===== config.mk =====
export PLATFORM = sky130hd
export DESIGN_NAME = mem_port_arbiter_flat
export DESIGN_NICKNAME = d
export VERILOG_FILES = /design/src/rtl/mem_port_arbiter_if.sv /design/src/rtl/mem_port_arbiter.sv /design/src/flat_wrapper.sv
export SDC_FILE = /design/constraint.sdc
export NUM_CORES = 1
export LEC_CHECK = 0
export CORE_UTILIZATION = 44
export DETAILED_ROUTE_END_ITERATION = 8
export GPL_TIMING_DRIVEN = 0
export PLACE_DENSITY = 0.84
export SLEW_MARGIN = 30
export SYNTH_ARGS = -nofsm -noshare
export SYNTH_HDL_FRONTEND = slang
export SYNTH_SLANG_ARGS = --single-unit

===== constraint.sdc =====
create_clock -name clk -period 5.7 [get_ports clk]
set_clock_uncertainty 0.05 [all_clocks]
set_input_delay 1.14 -clock clk [delete_from_list [all_inputs] [get_ports clk]]
set_output_delay 1.14 -clock clk [all_outputs]
set_load 0.01 [all_outputs]

===== src/rtl/mem_port_arbiter_if.sv =====
// Bus bundle between the pipeline ports, the memory arbiter and the single-port memory.
// The slave modport is the arbiter's view; the master modport is the environment's view
// (pipeline requesters plus the memory model).
interface mem_port_arbiter_if #(
  parameter int ADDR_W = 32,
  parameter int DATA_W = 32
);
  // instruction fetch port
  logic              if_req_i;
  logic [ADDR_W-1:0] if_addr_i;
  logic [DATA_W-1:0] if_rdata_o;
  logic              if_valid_o;
  logic              if_stall_o;
  // data port
  logic              dm_req_i;
  logic              dm_we_i;
  logic [ADDR_W-1:0] dm_addr_i;
  logic [DATA_W-1:0] dm_wdata_i;
  logic [DATA_W-1:0] dm_rdata_o;
  logic              dm_valid_o;
  logic              dm_stall_o;
  logic              err_o;
  // memory side
  logic              mem_req_o;
  logic              mem_we_o;
  logic [ADDR_W-1:0] mem_addr_o;
  logic [DATA_W-1:0] mem_wdata_o;
  logic              mem_ack_i;
  logic [DATA_W-1:0] mem_rdata_i;

  modport slave (
    input  if_req_i, if_addr_i, dm_req_i, dm_we_i, dm_addr_i, dm_wdata_i,
           mem_ack_i, mem_rdata_i,
    output if_rdata_o, if_valid_o, if_stall_o, dm_rdata_o, dm_valid_o, dm_stall_o,
           err_o, mem_req_o, mem_we_o, mem_addr_o, mem_wdata_o
  );

  modport master (
    output if_req_i, if_addr_i, dm_req_i, dm_we_i, dm_addr_i, dm_wdata_i,
           mem_ack_i, mem_rdata_i,
    input  if_rdata_o, if_valid_o, if_stall_o, dm_rdata_o, dm_valid_o, dm_stall_o,
           err_o, mem_req_o, mem_we_o, mem_addr_o, mem_wdata_o
  );
endinterface


===== src/rtl/mem_port_arbiter.sv =====
// Arbiter sharing one single-port memory between the IF stage (read-only) and the MEM
// stage (read/write). Data has priority, bounded by a streak counter so IF cannot starve;
// a timeout counter aborts an access the memory never acknowledges.
module mem_port_arbiter #(
  parameter int ADDR_W = 32,
  parameter int DATA_W = 32,
  parameter int D_MAX  = 4,
  parameter int TO_CYC = 255,
  parameter int TO_W   = 8
) (
  input logic               clk,
  input logic               rst_n,
  mem_port_arbiter_if.slave bus
);

  localparam int STK_W = $clog2(D_MAX + 1);
  localparam logic [STK_W-1:0] D_MAX_C = STK_W'(D_MAX);
  localparam logic [TO_W-1:0]  TO_LAST = TO_W'(TO_CYC - 1);

  typedef enum logic [1:0] {
    ST_IDLE  = 2'd0,
    ST_D_ACC = 2'd1,
    ST_I_ACC = 2'd2,
    ST_RESP  = 2'd3
  } state_e;

  state_e            state_q;
  logic [STK_W-1:0]  streak_q;
  logic [TO_W-1:0]   to_cnt_q;
  logic              mem_req_q;
  logic              mem_we_q;
  logic [ADDR_W-1:0] mem_addr_q;
  logic [DATA_W-1:0] mem_wdata_q;
  logic              if_valid_q;
  logic              dm_valid_q;
  logic              err_q;
  logic [DATA_W-1:0] if_rdata_q;
  logic [DATA_W-1:0] dm_rdata_q;
  logic              data_win_s;

  // Data wins unless IF is waiting and data already used up its streak allowance.
  assign data_win_s = bus.dm_req_i & (~bus.if_req_i | (streak_q < D_MAX_C));

  // Arbitration FSM: grant in IDLE, hold the memory request in ACC, pulse valid in RESP.
  always_ff @(posedge clk) begin
    if (!rst_n) begin
      state_q     <= ST_IDLE;
      streak_q    <= '0;
      to_cnt_q    <= '0;
      mem_req_q   <= 1'b0;
      mem_we_q    <= 1'b0;
      mem_addr_q  <= '0;
      mem_wdata_q <= '0;
      if_valid_q  <= 1'b0;
      dm_valid_q  <= 1'b0;
      err_q       <= 1'b0;
      if_rdata_q  <= '0;
      dm_rdata_q  <= '0;
    end else begin
      case (state_q)
        ST_IDLE: begin
          if (data_win_s) begin
            state_q     <= ST_D_ACC;
            streak_q    <= bus.if_req_i ? (streak_q + STK_W'(1)) : '0;
            to_cnt_q    <= '0;
            mem_req_q   <= 1'b1;
            mem_we_q    <= bus.dm_we_i;
            mem_addr_q  <= bus.dm_addr_i;
            mem_wdata_q <= bus.dm_wdata_i;
          end else if (bus.if_req_i) begin
            state_q     <= ST_I_ACC;
            streak_q    <= '0;
            to_cnt_q    <= '0;
            mem_req_q   <= 1'b1;
            mem_we_q    <= 1'b0;
            mem_addr_q  <= bus.if_addr_i;
            mem_wdata_q <= '0;
          end else begin
            state_q <= ST_IDLE;
          end
        end
        ST_D_ACC, ST_I_ACC: begin
          // An ack in the timeout cycle still counts as a normal completion.
          if (bus.mem_ack_i) begin
            state_q   <= ST_RESP;
            mem_req_q <= 1'b0;
            mem_we_q  <= 1'b0;
            if (state_q == ST_D_ACC) begin
              dm_valid_q <= 1'b1;
              dm_rdata_q <= mem_we_q ? '0 : bus.mem_rdata_i;
            end else begin
              if_valid_q <= 1'b1;
              if_rdata_q <= bus.mem_rdata_i;
            end
          end else if (to_cnt_q == TO_LAST) begin
            state_q   <= ST_RESP;
            mem_req_q <= 1'b0;
            mem_we_q  <= 1'b0;
            err_q     <= 1'b1;
            if (state_q == ST_D_ACC) begin
              dm_valid_q <= 1'b1;
              dm_rdata_q <= '0;
            end else begin
              if_valid_q <= 1'b1;
              if_rdata_q <= '0;
            end
          end else begin
            to_cnt_q <= to_cnt_q + TO_W'(1);
          end
        end
        ST_RESP: begin
          state_q    <= ST_IDLE;
          if_valid_q <= 1'b0;
          dm_valid_q <= 1'b0;
          err_q      <= 1'b0;
        end
        default: begin
          state_q    <= ST_IDLE;
          mem_req_q  <= 1'b0;
          mem_we_q   <= 1'b0;
          if_valid_q <= 1'b0;
          dm_valid_q <= 1'b0;
          err_q      <= 1'b0;
        end
      endcase
    end
  end

  assign bus.mem_req_o   = mem_req_q;
  assign bus.mem_we_o    = mem_we_q;
  assign bus.mem_addr_o  = mem_addr_q;
  assign bus.mem_wdata_o = mem_wdata_q;
  assign bus.if_valid_o  = if_valid_q;
  assign bus.if_rdata_o  = if_rdata_q;
  assign bus.dm_valid_o  = dm_valid_q;
  assign bus.dm_rdata_o  = dm_rdata_q;
  assign bus.err_o       = err_q;

  // Stalls are combinational so the pipeline releases in the same cycle as the valid pulse.
  assign bus.if_stall_o  = bus.if_req_i & ~if_valid_q;
  assign bus.dm_stall_o  = bus.dm_req_i & ~dm_valid_q;

endmodule


===== src/flat_wrapper.sv =====
// flat-port wrapper written by rule: the top's interface ports become plain ports
module mem_port_arbiter_flat 
#(
  parameter int ADDR_W = 32,
  parameter int DATA_W = 32,
  parameter int D_MAX  = 4,
  parameter int TO_CYC = 255,
  parameter int TO_W   = 8
)
  (clk, rst_n, bus_if_req_i, bus_if_addr_i, bus_dm_req_i, bus_dm_we_i, bus_dm_addr_i, bus_dm_wdata_i, bus_mem_ack_i, bus_mem_rdata_i, bus_if_rdata_o, bus_if_valid_o, bus_if_stall_o, bus_dm_rdata_o, bus_dm_valid_o, bus_dm_stall_o, bus_err_o, bus_mem_req_o, bus_mem_we_o, bus_mem_addr_o, bus_mem_wdata_o);
  mem_port_arbiter_if #(.ADDR_W(ADDR_W), .DATA_W(DATA_W)) bus_i ();
  input logic clk;
  input logic rst_n;
  input wire logic [$bits(bus_i.if_req_i)-1:0] bus_if_req_i;
  input wire logic [$bits(bus_i.if_addr_i)-1:0] bus_if_addr_i;
  input wire logic [$bits(bus_i.dm_req_i)-1:0] bus_dm_req_i;
  input wire logic [$bits(bus_i.dm_we_i)-1:0] bus_dm_we_i;
  input wire logic [$bits(bus_i.dm_addr_i)-1:0] bus_dm_addr_i;
  input wire logic [$bits(bus_i.dm_wdata_i)-1:0] bus_dm_wdata_i;
  input wire logic [$bits(bus_i.mem_ack_i)-1:0] bus_mem_ack_i;
  input wire logic [$bits(bus_i.mem_rdata_i)-1:0] bus_mem_rdata_i;
  output wire logic [$bits(bus_i.if_rdata_o)-1:0] bus_if_rdata_o;
  output wire logic [$bits(bus_i.if_valid_o)-1:0] bus_if_valid_o;
  output wire logic [$bits(bus_i.if_stall_o)-1:0] bus_if_stall_o;
  output wire logic [$bits(bus_i.dm_rdata_o)-1:0] bus_dm_rdata_o;
  output wire logic [$bits(bus_i.dm_valid_o)-1:0] bus_dm_valid_o;
  output wire logic [$bits(bus_i.dm_stall_o)-1:0] bus_dm_stall_o;
  output wire logic [$bits(bus_i.err_o)-1:0] bus_err_o;
  output wire logic [$bits(bus_i.mem_req_o)-1:0] bus_mem_req_o;
  output wire logic [$bits(bus_i.mem_we_o)-1:0] bus_mem_we_o;
  output wire logic [$bits(bus_i.mem_addr_o)-1:0] bus_mem_addr_o;
  output wire logic [$bits(bus_i.mem_wdata_o)-1:0] bus_mem_wdata_o;
  assign bus_i.if_req_i = bus_if_req_i;
  assign bus_i.if_addr_i = bus_if_addr_i;
  assign bus_i.dm_req_i = bus_dm_req_i;
  assign bus_i.dm_we_i = bus_dm_we_i;
  assign bus_i.dm_addr_i = bus_dm_addr_i;
  assign bus_i.dm_wdata_i = bus_dm_wdata_i;
  assign bus_i.mem_ack_i = bus_mem_ack_i;
  assign bus_i.mem_rdata_i = bus_mem_rdata_i;
  assign bus_if_rdata_o = bus_i.if_rdata_o;
  assign bus_if_valid_o = bus_i.if_valid_o;
  assign bus_if_stall_o = bus_i.if_stall_o;
  assign bus_dm_rdata_o = bus_i.dm_rdata_o;
  assign bus_dm_valid_o = bus_i.dm_valid_o;
  assign bus_dm_stall_o = bus_i.dm_stall_o;
  assign bus_err_o = bus_i.err_o;
  assign bus_mem_req_o = bus_i.mem_req_o;
  assign bus_mem_we_o = bus_i.mem_we_o;
  assign bus_mem_addr_o = bus_i.mem_addr_o;
  assign bus_mem_wdata_o = bus_i.mem_wdata_o;
  mem_port_arbiter #(.ADDR_W(ADDR_W), .DATA_W(DATA_W), .D_MAX(D_MAX), .TO_CYC(TO_CYC), .TO_W(TO_W)) u_core (.clk(clk), .rst_n(rst_n), .bus(bus_i));
endmodule

* Word level (Yosys, flattened, before mapping)
Cells that the tools add are included.
** Storage, ports and cells
- Output and inout port bits :: 135
- Register bits after elaboration :: 146
** Cells by class
- Magnitude comparators :: 1
- Mux-type cells :: 45
- Bitwise logic cells :: 8
- Add/sub/neg operators :: 2
- Reductions and logical operators :: 13
- Equality and inequality tests :: 9
** Operators with widths (number)
- 32-bit 2-to-1 mux :: 13
- 8-bit 2-to-1 mux :: 4
- 8-bit one-hot mux with 2 select lines :: 1
- 1-bit 2-to-1 mux :: 14
- 3-bit AND reduction :: 4
- 1-bit one-hot mux with 2 select lines :: 5
- 3-bit 2-to-1 mux :: 3
- 8-bit by 1-bit adder with 8-bit output, second input constant :: 1
- 8-bit equality test, second input constant :: 1
- 2-bit 2-to-1 mux :: 4
- 2-bit nonzero test :: 4
- 3-bit by 2-bit != test with 1-bit output, second input constant :: 2
- 2-bit one-hot mux with 3 select lines :: 1
- 2-bit equality test, second input constant :: 2
- 2-bit != test, second input constant :: 2
- 1-bit NOT :: 4
- 2-bit AND reduction :: 2
- 4-bit AND reduction :: 1
- 3-bit by 1-bit adder with 3-bit output, second input constant :: 1
- 1-bit bitwise AND :: 3
- 3-bit < comparator, second input constant :: 1
- 2-bit by 1-bit equality test with 1-bit output, second input constant :: 1
- 2-bit zero test :: 1
- 2-bit by 1-bit != test with 1-bit output, second input constant :: 1
- other kinds (2) :: 2

* Depth between registers and ports, before layout
Gate-level depths: netlist of the first run.
- Word-level depth :: 5
- Depth in mapped cells :: 8

* Worst setup path after synthesis of the first run
OpenSTA, ideal clock, no wires.
- Kind :: input -> output
- Start :: input port bus_dm_req_i
- End :: output port bus_dm_stall_o
- Data required time :: 4510 ps
- Setup slack :: 3173 ps
- Cell stages on the path :: 1
- Arrival :: 1337 ps
- Buffers on the path :: 0
- Cell sequence :: nor2b_1
** On the way
- Longest elaborated chain between the ends :: 1
** RTL lines
- from (decl) :: RTL line flat_wrapper.sv:16 : input wire logic [$bits(bus_i.dm_req_i)-1:0] bus_dm_req_i;
- 1-bit bitwise AND :: RTL line mem_port_arbiter.sv:141 : assign bus.dm_stall_o = bus.dm_req_i & ~dm_valid_q;
- to (decl) :: RTL line flat_wrapper.sv:27 : output wire logic [$bits(bus_i.dm_stall_o)-1:0] bus_dm_stall_o;
Every way passes these cells.

* Final worst setup path of the first run
- Start :: input port bus_if_req_i
- End :: output port bus_if_stall_o
** On the way
- Longest elaborated chain between the ends :: 1
** RTL lines
- from (decl) :: RTL line flat_wrapper.sv:14 : input wire logic [$bits(bus_i.if_req_i)-1:0] bus_if_req_i;
- 1-bit bitwise AND :: RTL line mem_port_arbiter.sv:140 : assign bus.if_stall_o = bus.if_req_i & ~if_valid_q;
- to (decl) :: RTL line flat_wrapper.sv:24 : output wire logic [$bits(bus_i.if_stall_o)-1:0] bus_if_stall_o;
Every way passes these cells.

==> impl_metrics.yaml, run 1 <==
global_route:
  grt_pass1_wl_microns: 28900
  grt_use_total: 0.282
  antenna_found_initial: 0
  grt_pass1_vias: 5747
  grt_max_degree: 17
  grt_overflow_total: 0
final_layout:
  antenna_cells: 0
  mostFrequentLayoutCell: "clkdlybuf4s50_1"
  fin_nets: 1023
  drive_gt1_frac: 0.0782
  fin_util: 0.730
  fin_cells: 1067
  area_growth_pct: 60.7
  final_cell_mix: "268 x clkdlybuf4s50_1, 146 x dfxtp_1, 71 x nor2_1, 42 x nand2_1, 36 x nand4_1"
  stdcell_area_sq_um: 9250
critical_path:
  reg2reg_setup_slack_ns: 3.40
  cp-end-kind: "output pin"
  worstPathArrival_ns: 2.48
  r2r_end: "u_core.bus.if_rdata_o[7]"
  reg2reg_from: "u_core.state_q[0]"
  crit_required_ns: 4.51
  worst_setup_path_start_kind: "primary input"
  path_class: "in2out"
  rr_worst_depth: 8
  path_max_fanout: 7
routing:
  first_pass_iters: 5
  viasPerCell: 5.53
  drt_iter0_drc: 465
  postRouteAntennaNets: 0
  wl_per_cell_microns: 18.1
  route.top_layer_used: "met4"
  met1Wirelength_microns: 7370
  drc: 0
  dr_wl_met2_microns: 9730
  wl_met3_microns: 1630
  vias: 5899
  drt-total-wl_microns: 19300
floorplan:
  initial_core_util: 0.454
  ios: 269
  die_w_microns: 116
  rows: 41
  die_area_sq_um: 13500
  fp.dieH_microns: 116
  core_area_sq_um: 12700
timing:
  holdWs_ns: 0.405
  setup_viol: 0
  fin_setup_tns_ns: 0
  fin_crit_ns: 3.67
  hold_viol: 0
  maxSlewViolCount: 0
  fmaxAchievable_ghz: 0.272
  tightest_slew_ns: 0.585
  period_share: 0.644
  rsz0062_at_grt: "no"
  setup_ws_ns: 2.03
  slew_headroom: 0.600
synthesis:
  syn-num-nets: 736
  synth_top_flop_cell: "dfxtp_1"
  synthArstFlopShare: 0
  syn_area_per_cell_sq_um: 9.67
  synth_seq_cells: 146
  synth_cell_type_count: 55
  synth_edf_count: 0
  netlist_instances: 595
  netlist_area_sq_um: 5750
  yosys_warnings: 0
  netlist_top_cells_area: "dfxtp_1 51%, mux2i_1 5.9%, a22o_1 4.9%"
  seq_area_frac_synth: 0.508
  synth_top_area_cell: "dfxtp_1"
  synth.top_cell.area_share: 0.508
worst_hold_path:
  holdCritStartpoint: "u_core.bus.dm_rdata_o[20]"
  hold_class: "reg2reg"
  min_to: "u_core.bus.dm_rdata_o[20]"
  hold_depth: 2
cts:
  root_buffer: "clkbuf_16"
  cts-resized-gates: 0
  postCtsHoldBufs: 0
  cts_sinks: 146
  postCtsSetupBuffers: 0
  htree_levels: 4
  numCtsBuffers: 17
  cts_tree: "yes"
  max-clock-path-buffers: 2
  clock_latency_ns: 0.42
  clkTransAtPathRegs_ns: 0.06
place:
  port_buffers: 268
  place_congestion: 0.860
  placed_cell_area_sq_um: 8650
  hpwl_microns: 14300
  placed_cells: 1035
  pre_cts_slack_ns: 2.04
power_and_ir_drop:
  clkPwrFrac: 0.296
  switchingPower_mw: 1.23
  irDropWorstVdd_v: 0.000233
  leakagePower_nw: 3.53
  seqPwrFrac: 0.362
  p_comb_frac: 0.341
  netSwitchingFraction: 0.323
  p_total_mw: 3.81
  internal_power_mw: 2.58
  power_density_nw_per_um2: 412
job:
  cap_viol_max_count: 0
outcome:
  status: "completed"
-- kinds of logic after synthesis --
logic type	Yosys count	share of synthesized area
mux	34	0.0591
fa+ha+maj	7	0.0152
flops	146	0.508
simple gates	180	0.151
compound gates	166	0.212
buf+inv	62	0.0546
-- registers in the layout (all words and copies together) (netlist names), named ones only --
name                    count
u_core.bus.dm_rdata_o      32
u_core.bus.err_o            1
u_core.bus.if_rdata_o      32
u_core.bus.if_valid_o       1
u_core.bus.mem_addr_o      32
u_core.bus.mem_req_o        1
u_core.bus.mem_wdata_o     32
u_core.bus.mem_we_o         1
u_core.state_q              2
u_core.streak_q             3
u_core.to_cnt_q             8
-- power by group through the flow --
stage / registers, mW / logic, mW / clock network (mW)
floorplan: 1.47 / 0.510 / 0
detailed placement: 1.39 / 1.29 / 0
global route: 1.40 / 1.40 / 1.18
finish: 1.38 / 1.30 / 1.13
global placement: 1.38 / 1.26 / 0
CTS: 1.38 / 1.30 / 1.13
-- synth_stat cells, drive strengths merged (3+ instances only) --
library cell,number
a211oi,32
a21oi,6
a22o,32
a22oi,34
a31oi,4
and2,3
and3,5
buf,30
clkbuf,23
dfxtp,146
ha,7
inv,9
mux2i,34
nand2,42
nand3,8
nand4,37
nor2,71
nor2b,3
nor3,4
nor3b,3
o21ai,37
-- metal layers --
| layer | track usage | vias up |
|---|---|---|
| met5 | 0 | - |
| met4 | 0.119 | 0 |
| met3 | 0.0882 | 48 |
| met2 | 0.506 | 297 |
| met1 | 0.305 | 2793 |
| li1 | - | 2761 |
-- worst max-delay path: stages --
cell and delay [ns]:
clkdlybuf4s50_1 0.63, nor2b_1 0.17, clkdlybuf4s50_1 0.54
-- layout make-up --
cell class                      instances  area, sq um
Sequential cell                       146         2920
Clock buffer                           18          429
Clock inverter                         14          164
Inverter                                9         33.8
Timing Repair Buffer                  268         2680
Buffer                                 53          280
Multi-Input combinational cell        387         2520
Fill cell                             933         3430
Tap cell                              172          215
-- worst max-delay path by stage --
| stage | endpoint | cells past startpoint | start | slack (ns) |
|---|---|---|---|---|
| detailed placement | bus_if_stall_o | 3 | bus_if_req_i | 2.04 |
| global placement | bus_if_stall_o | 3 | bus_if_req_i | 2.05 |
| CTS | bus_if_stall_o | 3 | bus_if_req_i | 2.04 |
| global route | bus_dm_stall_o | 3 | bus_dm_req_i | 1.97 |
| floorplan | bus_dm_stall_o | 1 | bus_dm_req_i | 3.17 |
| finish | bus_if_stall_o | 3 | bus_if_req_i | 2.03 |
Note: power is estimated with default switching activity, not from simulation.
==> inputs of run 2 (changes only) <==
--- a/config.mk
+++ b/config.mk
@@ -5,10 +5,10 @@
 export SDC_FILE = /design/constraint.sdc
 export NUM_CORES = 1
 export LEC_CHECK = 0
-export CORE_UTILIZATION = 44
+export CORE_UTILIZATION = 41
 export DETAILED_ROUTE_END_ITERATION = 8
 export GPL_TIMING_DRIVEN = 0
-export PLACE_DENSITY = 0.84
+export PLACE_DENSITY = 0.79
 export SLEW_MARGIN = 30
 export SYNTH_ARGS = -nofsm -noshare
 export SYNTH_HDL_FRONTEND = slang
==> constraint.sdc (replaced) <==
create_clock -name clk -period 3.6 [get_ports clk]
set_clock_uncertainty 0.05 [all_clocks]
set_input_delay 0.72 -clock clk [delete_from_list [all_inputs] [get_ports clk]]
set_output_delay 0.72 -clock clk [all_outputs]
set_load 0.01 [all_outputs]
==> run 2 against run 1 <==
Net effect:
- combinational power increased by 58%
- clock power rose by 60%
- register-to-register slack worse by 2.1 ns
- sequential share of layout area is essentially flat
- wire length down 0.32%
- largest power group unchanged
==> impl_metrics.yaml, run 2 (synthesis gave the netlist of run 1 again) <==
outcome:
  status: "completed"
final_layout:
  mostFrequentLayoutCell: "clkdlybuf4s50_1"
  fin_nets: 1023
  area_growth_pct: 60.8
  stdcell_area_sq_um: 9260
  final_cell_mix: "268 x clkdlybuf4s50_1, 146 x dfxtp_1, 71 x nor2_1, 42 x nand2_1, 36 x nand4_1"
  fin_cells: 1070
  drive_gt1_frac: 0.0761
  antenna_cells: 0
routing:
  wl_per_cell_microns: 17.9
  first_pass_iters: 5
  drt_iter0_drc: 414
  drt-total-wl_microns: 19200
  postRouteAntennaNets: 0
  viasPerCell: 5.41
  drc: 0
  vias: 5792
critical_path:
  critPathSlowestCell: "clkdlybuf4s50_1"
  max_stage_delay_ns: 0.64
  path_common_cell: "clkdlybuf4s50_1"
  cp.buffers_inverters: 2
  worstPathArrival_ns: 2.07
  crit_required_ns: 2.83
  critPathTopFamily: "buffers and inverters"
  path_class: "in2out"
  path_max_fanout: 6
  path_cells: "clkdlybuf4s50_1 > nor2b_1 > clkdlybuf4s50_1"
  worst_setup_path_start_kind: "primary input"
  cp-end-kind: "output pin"
cts:
  max-clock-path-buffers: 2
  numCtsBuffers: 17
  postCtsSetupBuffers: 0
  clock_latency_ns: 0.42
  postCtsHoldBufs: 0
  cts_sinks: 146
  root_buffer: "clkbuf_16"
  clkTransAtPathRegs_ns: 0.06
  cts-resized-gates: 0
  htree_levels: 4
  cts_tree: "yes"
worst_hold_path:
  hold_class: "reg2reg"
place:
  hpwl_microns: 14500
  placed_cell_area_sq_um: 8660
  placed_cells: 1039
  place_congestion: 0.859
  port_buffers: 268
timing:
  slew_headroom: 0.634
  hold_viol: 0
  maxSlewViolCount: 0
  period_share: 0.789
  setup_viol: 0
  tightest_slew_ns: 0.545
  holdWs_ns: 0.404
  fin_crit_ns: 2.84
  fin_setup_tns_ns: 0
  fmaxAchievable_ghz: 0.352
  rsz0062_at_grt: "no"
global_route:
  antenna_found_initial: 0
  grt_overflow_total: 0
  grt_use_total: 0.267
  grt_max_degree: 17
  grt_pass1_wl_microns: 30000
  grt_pass1_vias: 5880
floorplan:
  fp.dieH_microns: 120
  die_w_microns: 120
  rows: 42
  core_area_sq_um: 13500
  die_area_sq_um: 14500
  initial_core_util: 0.428
  ios: 269
power_and_ir_drop:
  seqPwrFrac: 0.362
  netSwitchingFraction: 0.315
  switchingPower_mw: 1.90
  p_comb_frac: 0.338
  clkPwrFrac: 0.300
  internal_power_mw: 4.15
  leakagePower_nw: 3.54
  irDropWorstVdd_v: 0.000345
  power_density_nw_per_um2: 654
job:
  cap_viol_max_count: 0
## run 2: cell count changes in the layout (fill, tap and decap cells not counted), sizes merged
cell	change
clkbuf	+1
clkinv	-1
bufinv	+1
clkinvlp	-1
inv	-1
## run 2: through the flow
| stage | setup WS, ns | total power, mW | utilization |
|---|---|---|---|
| after floorplan | 1.72 | 3.13 | - |
| after global placement | 0.772 | 4.19 | 0.644 |
| after detailed placement | 0.769 | 4.25 | 0.644 |
| after CTS | 0.762 | 6.08 | 0.688 |
| after global routing | 0.702 | 6.33 | 0.688 |
| final | 0.758 | 6.05 | 0.688 |
## run 2: worst reg2reg max path, stage by stage (launching register included)
cell     delay (ns)
dfxtp_1        0.41
inv_1          0.08
ha_1           0.27
buf_2          0.22
inv_1          0.22
o22ai_4        0.36
a21oi_2        0.17
buf_4          0.20
a22o_1         0.20
## run 2: power groups by stage
stage	Combinational, mW	Sequential (mW)	Clock (mW)
4_1_cts	2.05	2.18	1.84
6_report	2.05	2.19	1.81
3_3_place_gp	2.00	2.19	0
3_5_place_dp	2.04	2.21	0
5_1_grt	2.20	2.23	1.91
2_1_floorplan	0.808	2.32	0
## run 2: routing by layer
| layer | wire, microns | track usage |
|---|---|---|
| met1 | 7410 | 0.293 |
| met2 | 9880 | 0.484 |
| met3 | 1640 | 0.0906 |
| met4 | 260 | 0.0764 |
| met5 | 0 | 0 |
## run 2: worst paths after layout
path	from	slack, ns	cells after the start	endpoint
setup / recovery	bus_dm_req_i	0.76	3	bus_dm_stall_o
hold / removal	u_core.bus.dm_rdata_o[18]	0.40	2	u_core.bus.dm_rdata_o[18]
setup reg to reg	u_core.state_q[0]	1.30	8	u_core.bus.if_rdata_o[20]
hold reg to reg	u_core.bus.dm_rdata_o[18]	0.40	2	u_core.bus.dm_rdata_o[18]
## run 2: final cells by class
class,count,area (sq um)
multi-input combinational,387,2520
sequential,146,2920
clock inverter,12,165
tap,176,220
clock buffer,19,433
timing repair buffer,268,2680
buffer,53,280
inverter,9,33.8
fill,1055,4200
